[src/rtl/nn_mac_engine.sv]
// Multi-lane signed multiply-accumulate neuron engine: per-lane accumulation over a
// programmable vector length, then lane aggregation, shift, optional ReLU and saturation.
module nn_mac_engine #(
  parameter int unsigned DW      = 8,
  parameter int unsigned N_LANES = 4,
  parameter int unsigned ACC_W   = 24,
  parameter int unsigned LEN_W   = 8,
  parameter int unsigned SH_W    = 5
) (
  input  logic                    clk,
  input  logic                    rst,
  input  logic                    start,
  input  logic [LEN_W-1:0]        len,
  input  logic [SH_W-1:0]         shift,
  input  logic                    relu_en,
  input  logic [N_LANES*DW-1:0]   in_a,
  input  logic [N_LANES*DW-1:0]   in_b,
  input  logic                    in_valid,
  output logic                    in_ready,
  output logic [DW-1:0]           out_data,
  output logic                    out_valid,
  input  logic                    out_ready,
  output logic                    busy,
  output logic                    done
);

  localparam int unsigned LG_LANES = $clog2(N_LANES);
  localparam int unsigned SUM_W    = ACC_W + LG_LANES;
  localparam int unsigned PW       = 2 * DW;
  localparam logic signed [SUM_W-1:0] SAT_MAX = SUM_W'((2 ** (DW - 1)) - 1);
  localparam logic signed [SUM_W-1:0] SAT_MIN = ~SAT_MAX;

  typedef enum logic [1:0] {
    IDLE  = 2'd0,
    ACCUM = 2'd1,
    AGG   = 2'd2,
    OUT   = 2'd3
  } state_t;

  typedef struct packed {
    logic [LEN_W-1:0] vlen;
    logic [SH_W-1:0]  sh;
    logic             relu;
  } cfg_t;

  state_t state, state_nx;
  cfg_t   cfg;

  logic in_ready_nx, out_valid_nx, busy_nx;
  logic cap_cfg, acc_en, res_ld;
  logic beat;

  logic [LEN_W-1:0]        cnt;
  logic [LEN_W-1:0]        last_cnt;
  logic signed [ACC_W-1:0] acc      [N_LANES];
  logic signed [ACC_W-1:0] prod_ext [N_LANES];
  logic signed [SUM_W-1:0] sum;
  logic signed [SUM_W-1:0] res;
  logic [DW-1:0]           res_sat;

  assign beat     = in_valid & in_ready;
  assign last_cnt = cfg.vlen - LEN_W'(1);
  assign done     = out_valid & out_ready;

  // Per-lane full-precision signed product, sign-extended to accumulator width
  for (genvar g = 0; g < N_LANES; g++) begin : g_lane
    logic signed [DW-1:0] a_s;
    logic signed [DW-1:0] b_s;
    logic signed [PW-1:0] p;
    assign a_s         = in_a[g*DW +: DW];
    assign b_s         = in_b[g*DW +: DW];
    assign p           = a_s * b_s;
    assign prod_ext[g] = ACC_W'(p);
  end

  // State register and registered handshake/status outputs
  always_ff @(posedge clk or negedge rst) begin
    if (!rst) begin
      state     <= IDLE;
      in_ready  <= 1'b0;
      out_valid <= 1'b0;
      busy      <= 1'b0;
    end else begin
      state     <= state_nx;
      in_ready  <= in_ready_nx;
      out_valid <= out_valid_nx;
      busy      <= busy_nx;
    end
  end

  // Next-state and datapath control
  always_comb begin
    state_nx = state;
    cap_cfg  = 1'b0;
    acc_en   = 1'b0;
    res_ld   = 1'b0;
    case (state)
      IDLE: begin
        if (start) begin
          cap_cfg  = 1'b1;
          state_nx = (len != '0) ? ACCUM : AGG;
        end
      end
      ACCUM: begin
        if (beat) begin
          acc_en = 1'b1;
          if (cnt == last_cnt) state_nx = AGG;
        end
      end
      AGG: begin
        res_ld   = 1'b1;
        state_nx = OUT;
      end
      OUT: begin
        if (out_valid && out_ready) state_nx = IDLE;
      end
      default: state_nx = IDLE;
    endcase
    in_ready_nx  = (state_nx == ACCUM);
    out_valid_nx = (state_nx == OUT);
    busy_nx      = (state_nx != IDLE);
  end

  // Aggregate, arithmetic shift, optional rectify, saturate to DW
  always_comb begin
    sum = '0;
    for (int unsigned i = 0; i < N_LANES; i++) begin
      sum = sum + SUM_W'(acc[i]);
    end
    res = sum >>> cfg.sh;
    if (cfg.relu && res[SUM_W-1]) res = '0;
    if (res > SAT_MAX)      res_sat = DW'(SAT_MAX);
    else if (res < SAT_MIN) res_sat = DW'(SAT_MIN);
    else                    res_sat = DW'(res);
  end

  // Config capture, beat counter, accumulators and result register
  always_ff @(posedge clk or negedge rst) begin
    if (!rst) begin
      cfg      <= '0;
      cnt      <= '0;
      out_data <= '0;
      for (int unsigned i = 0; i < N_LANES; i++) acc[i] <= '0;
    end else begin
      if (cap_cfg) begin
        cfg.vlen <= len;
        cfg.sh   <= shift;
        cfg.relu <= relu_en;
        cnt      <= '0;
        for (int unsigned i = 0; i < N_LANES; i++) acc[i] <= '0;
      end else if (acc_en) begin
        cnt <= cnt + LEN_W'(1);
        for (int unsigned i = 0; i < N_LANES; i++) acc[i] <= acc[i] + prod_ext[i];
      end
      if (res_ld) out_data <= res_sat;
    end
  end

endmodule

[config.mk]
export PLATFORM = sky130hd
export DESIGN_NAME = nn_mac_engine
export DESIGN_NICKNAME = d
export VERILOG_FILES = /design/src/rtl/nn_mac_engine.sv
export SDC_FILE = /design/constraint.sdc
export NUM_CORES = 2
export LEC_CHECK = 0
export CAP_MARGIN = 30
export CELL_PAD_IN_SITES_DETAIL_PLACEMENT = 1
export CELL_PAD_IN_SITES_GLOBAL_PLACEMENT = 2
export CORE_ASPECT_RATIO = 1.75
export CORE_UTILIZATION = 37
export DETAILED_ROUTE_END_ITERATION = 10
export PLACE_DENSITY_LB_ADDON = 0.3
export SETUP_SLACK_MARGIN = 0.3
export SYNTH_ARGS = -nofsm -noshare
export SYNTH_HDL_FRONTEND = slang
export SYNTH_SLANG_ARGS = --single-unit
[constraint.sdc]
create_clock -name clk -period 5.12 [get_ports clk]
set_input_delay 0.512 -clock clk [delete_from_list [all_inputs] [get_ports clk]]
set_output_delay 0.512 -clock clk [all_outputs]
set_load 0.02 [all_outputs]
==> Word level (Yosys, flattened, before mapping) <==
Index checks and enable logic that the tools add are counted.
{ "op_classes": {"n_addsub": 9, "bitwise_logic": 2, "muxes": 18, "n_reduce_logical": 6, "eq_ne": 6, "multipliers": 4, "n_shift": 1, "n_lt_le_gt_ge": 2} }
{ "ops": {"columns": ["cell", "count"], "rows": [
  ["$mux W96", 2],
  ["$add A24 B16 Y24", 4],
  ["$mul A8 B8 Y16", 4],
  ["$mux W8", 4],
  ["$add A25 B24 Y26", 1],
  ["$add A26 B24 Y26", 1],
  ["$gt A26 B8 Y1 const B", 1],
  ["$lt A26 B8 Y1 const B", 1],
  ["$mux W26", 1],
  ["$sshr A26 B5 Y26", 1],
  ["$add A24 B24 Y25", 1],
  ["$mux W2", 5],
  ["$add A8 B1 Y8 const B", 1],
  ["$eq A8 B8 Y1", 1],
  ["$pmux W2 S4", 1],
  ["$reduce_bool A8 Y1", 1],
  ["$sub A8 B1 Y8 const B", 1],
  ["$eq A2 B2 Y1 const B", 3],
  ["$mux W1", 5],
  ["$eq A2 B1 Y1 const B", 2],
  ["$reduce_bool A2 Y1", 2],
  ["$and A1 B1 Y1", 2],
  ["$logic_and A1 B1 Y1", 2],
  ["$logic_not A2 Y1", 1]
]} }
{ "word_totals": {"reg_bits": 131, "inputBits": 83, "elab_cells": 61, "out_inout_bits": 12} }

==> Longest topological paths before layout <==
{ "logic_depth": {"word_depth": 9, "mapped_depth": 26} }

==> Worst setup path before layout <==
Ideal clock, no wire load.
{ "synth_timing": {"path_kind": "input-to-reg", "start": "input port in_b[16]", "end": "register acc[46] (netlist bit)", "setup_time_ns": 0.133, "t_arrival_ns": 6.247, "setup_slack_ns": -1.260, "stages": 21, "cell_sequence": "clkbuf_1 -> nand2_1 -> inv_1 -> fa_1 -> fa_1 -> fa_1 -> fa_1 -> fa_1 -> ha_1 -> o21ai_0 -> a21boi_0 -> o21ai_0 -> a21boi_0 -> o21ai_0 -> a21boi_0 -> o21ai_0 -> a211oi_1 -> nor3_1 -> o41ai_1 -> xnor2_1 -> o21ai_0"} }
{ "synth_between": {"elab_chain_cells": 4} }
{ "synth_lines": {"columns": ["item", "line_no", "rtl"], "rows": [
  ["start: declaration", "17", "input logic [N_LANES*DW-1:0] in_b,"],
  ["$mul A8 B8 Y16", "72", "assign p = a_s * b_s;"],
  ["$add A24 B16 Y24", "153", "for (int unsigned i = 0; i < N_LANES; i++) acc[i] <= acc[i] + prod_ext[i];"],
  ["$mux W96", "151", "end else if (acc_en) begin"],
  ["$mux W96", "145", "if (cap_cfg) begin"],
  ["end: declaration", "55", "logic signed [ACC_W-1:0] acc [N_LANES];"]
]} }
No other way between the ends. The select of a mux whose other input is x is not followed.
A chain may end at the register's enable or synchronous reset.

==> Final worst setup path <==
{ "layout_timing": {"start": "register acc[27] (netlist bit)", "end": "register out_data[2]"} }
{ "layout_between": {"elab_chain_cells": 8, "word_cells_on_any_way": 9, "classes_between": "add/sub (2); order compare (2); shift (1); mux (3); reduce/logical (1)"} }
{ "layout_lines": {"columns": ["item", "line_no", "rtl"], "rows": [
  ["$add A25 B24 Y26 (*)", "128", "sum = sum + SUM_W'(acc[i]);"],
  ["$add A26 B24 Y26 (*)", "128", null],
  ["$sshr A26 B5 Y26 (*)", "130", "res = sum >>> cfg.sh;"],
  ["$logic_and A1 B1 Y1", "131", "if (cfg.relu && res[SUM_W-1]) res = '0;"],
  ["$mux W26 (*)", "131", null],
  ["$lt A26 B8 Y1", "133", "else if (res < SAT_MIN) res_sat = DW'(SAT_MIN);"],
  ["$mux W8", "133", null],
  ["$mux W8 (*)", "132", "if (res > SAT_MAX) res_sat = DW'(SAT_MAX);"],
  ["end signal: assignment", "155", "if (res_ld) out_data <= res_sat;"],
  ["end: declaration", "20", "output logic [DW-1:0] out_data,"]
]} }
Mark *: on every way between the ends. The rest lies on a longest branch, timed or not.

==> metrics <==
TritonRoute pass-1 iters=4; Syn Inst Count=2854; largest cells by area after synthesis=fa_1 (35%), dfrtp_1 (12%), ha_1 (12%), inv_1 (9.1%), nand2_1 (3.8%); Startpoint Class=flop; I/O Pins=95; Layout Nets=4347; die width=204 µm; worst reg-to-reg path cell count=21; Routed WL per cell=19.6 µm; gpl congestion=0.886; global-route usage over all layers=25.2%; Avg Cell Area, Syn=9.24 µm²; top cell family by delay on the critical path=compound AO/OA/AOI/OAI gates; Antenna Cells=0; Worst Setup End Kind=flop; crit-path cells=inv_2 > buf_4 > fa_1 > fa_1 > inv_1 > ha_1 > o211ai_1 > o211ai_4 > buf_4 > nand3_1 > a31oi_1 > o311ai_4 > a211o_1 > o31ai_2 > a21oi_1 > buf_4 > nor3b_2 > nand4b_1 > nor3_4 > o31ai_4 > o22a_1; number of global-route vias before repair=26800; WS Path Type=flop to flop; ys async rst share=100%; grt met2 use=51.5%; CTS Buffer Depth=2; Synth area leader=fa_1; final hold vios=0; Via density=5.03; fmax=184 MHz; die area=72400 µm²; top_reg_cell synth=dfrtp_1; Cell variety after synth=92; max-cap violation count=0; H-tree depth=4; CTS tree=done; Clk Latency, worst-skew pair=0.47 ns; final worst slack=-0.307 ns; initial antenna violation count=0; clock skew=0.0148 ns; clk root buf=clkbuf_16; Buf/Inv on CP=5; synth warn=0; number of synthesized flops with an enable pin=0; Core Area=70500 µm²; TritonCTS buffer count=17; Reg clk slew, reported paths=0.07 ns; CTS Hold Buffers Added=0; max_slew headroom=28.4%; outcome=finished, violations left; Yosys top cell area share=35.3%; Slew Limit Fails=0; post-DP HPWL=72200 µm; Die Span Y=355 µm; RSZ-0062 raised after global routing=yes; Final Critical Period=5.43 ns; Seq cells post-synth=131; register-to-register setup slack=-0.31 ns; Routed WL=87800 µm; Mapped Area=26400 µm²; Hold Path Class=input pin to asynchronous set/reset pin; filler cell count=7960; max incr delay on CP=0.46 ns; Slew @ Worst Pin=1.07 ns; crit path DAT=5.77 ns; area growth from synthesis to layout=36.2%; Site Rows=129; reg2reg start=acc[27]; reg2reg end=out_data[2]; M3 GR Usage=1.78%; CP max FO=7; Req. time, crit path=5.47 ns; DRC=0; cell mode on critical path=buf_4; first-pass GRT wire length=142000 µm; total number of vias=22600; GR Layer Usage met1=24.8%; clock sink count=131; count of final setup violators=26; Iter 0 DRT Violations=654; syn_nets=3645; busiest layer in global routing=met2; Initial Util=37.4%; ANT nets after route=0; port bufs=94; failing checks=setup timing; share of cells above drive strength 1=31.9%; Final Cycle Share=106%; Crit-path slowest cell=fa_1; GRT Residual Overflow=0; largest net degree at the start of global routing=76; Seq/Total Area, Yosys=12.4%; Post-Route Utilization=50.9%
[metrics by stage]
step / instance area [µm²] / worst slack (ns) / cells / TNS, ns / hold slack, ns
3_3_place_gp: 32400 / -1.32 / 4310 / -41.60 / 0.459
4_1_cts: 34900 / -0.331 / 4437 / -4.39 / 0.146
6_report: 35900 / -0.307 / 4486 / -4.58 / 0.108
2_1_floorplan: 26800 / -0.390 / 2854 / -2.82 / 0.216
3_5_place_dp: 32500 / -1.35 / 4311 / -45.93 / 0.472
5_1_grt: 35900 / -0.531 / 4486 / -11.23 / 0.176
[registers in the layout (all words and copies together), names as in the netlist]
signal / flops
acc: 96
cfg: 14
cnt: 8
out_data: 8
state: 2
busy: 1
in_ready: 1
out_valid: 1
[Yosys cell counts, types with 8 or more instances]
cell type,instances
mux2_2,11
xnor2_1,77
o31ai_1,23
a21o_1,20
nand3_1,33
nor2b_1,8
or3_1,12
xor2_1,35
clkbuf_1,53
mux2i_1,23
o21a_1,13
nand2_1,269
a21boi_0,16
o21ai_0,123
a22o_1,26
fa_1,465
and3_1,14
nor3_1,44
a21oi_1,72
nand4_1,9
o211ai_1,17
and2_1,122
a31oi_1,18
mux4_2,8
nand2b_1,47
inv_1,639
nor2_1,107
dfrtp_1,131
ha_1,243
a211oi_1,24
[worst register-to-register path: cells and delay by family (launching register included)]
| kind | cells | cell delay (ns) |
|---|---|---|
| compound gates | 9 | 2.06 |
| fa+ha+maj | 3 | 1.23 |
| simple gates | 4 | 0.84 |
| buf+inv | 5 | 0.80 |
| flops | 1 | 0.39 |
[how the worst max path moves through the flow]
stage | slack, ns | to | cells after the start | startpoint
after floorplan | -0.39 | acc[47] | 21 | in_b[17]
after global placement | -1.32 | acc[46] | 26 | in_b[16]
after detailed placement | -1.35 | acc[46] | 26 | in_b[16]
after CTS | -0.33 | out_data[3] | 23 | acc[25]
after global routing | -0.53 | out_data[2] | 21 | acc[27]
final | -0.31 | out_data[2] | 21 | acc[27]
[logic make-up after synthesis]
family / share of synthesized area [%]
flip-flops: 12.4
adder cells (fa/ha/maj): 46.8
XOR/XNOR: 3.72
multiplexers: 2.08
buffers and inverters: 10.3
AND/OR/NAND/NOR: 13.1
AO/OA/AOI/OAI: 11.5
[placed cells by master, fill, tap and decap left out, types with 25 or more instances in the layout]
master / count
dfrtp_1: 131
inv_2: 55
fa_1: 439
nand3_1: 31
nand2_1: 250
a22o_1: 26
a21oi_1: 44
nand2b_1: 35
o21ai_2: 25
nor3_1: 39
ha_1: 204
inv_1: 575
o21ai_1: 35
and2_1: 101
fa_2: 26
xor2_1: 35
ha_4: 35
xnor2_1: 65
buf_4: 562
buf_6: 95
nor2_1: 95
clkdlybuf4s50_1: 29
o21ai_0: 60
buf_2: 28
[per-layer routing]
metal  wire length (µm)  share of wire [%]
met1              30100                 34
met4               4690                5.3
met5                  0                  0
met3               1340                1.5
met2              51800                 59
[layout make-up]
type                            count  area (µm²)  share of cell area (%)
Clock buffer                       17         425                    1.18
Clock inverter                     15         206                   0.575
Inverter                          643        2440                    6.81
Multi-Input combinational cell   2010       22200                    61.8
Sequential cell                   131        3280                    9.13
Tap cell                          917        1150                    3.20
Timing Repair Buffer              753        6210                    17.3
[what timing repair did]
action | 4_1_cts | 5_1_grt
buffers inserted | 93 | 49
setup endpoints to repair | 58 | 53
pin swaps | 179 | 146
resized for setup | 518 | 163
cloned | 1 | 0
Power is not shown: default switching activity piles up to over one toggle a cycle in this logic, so the estimate is an artifact.
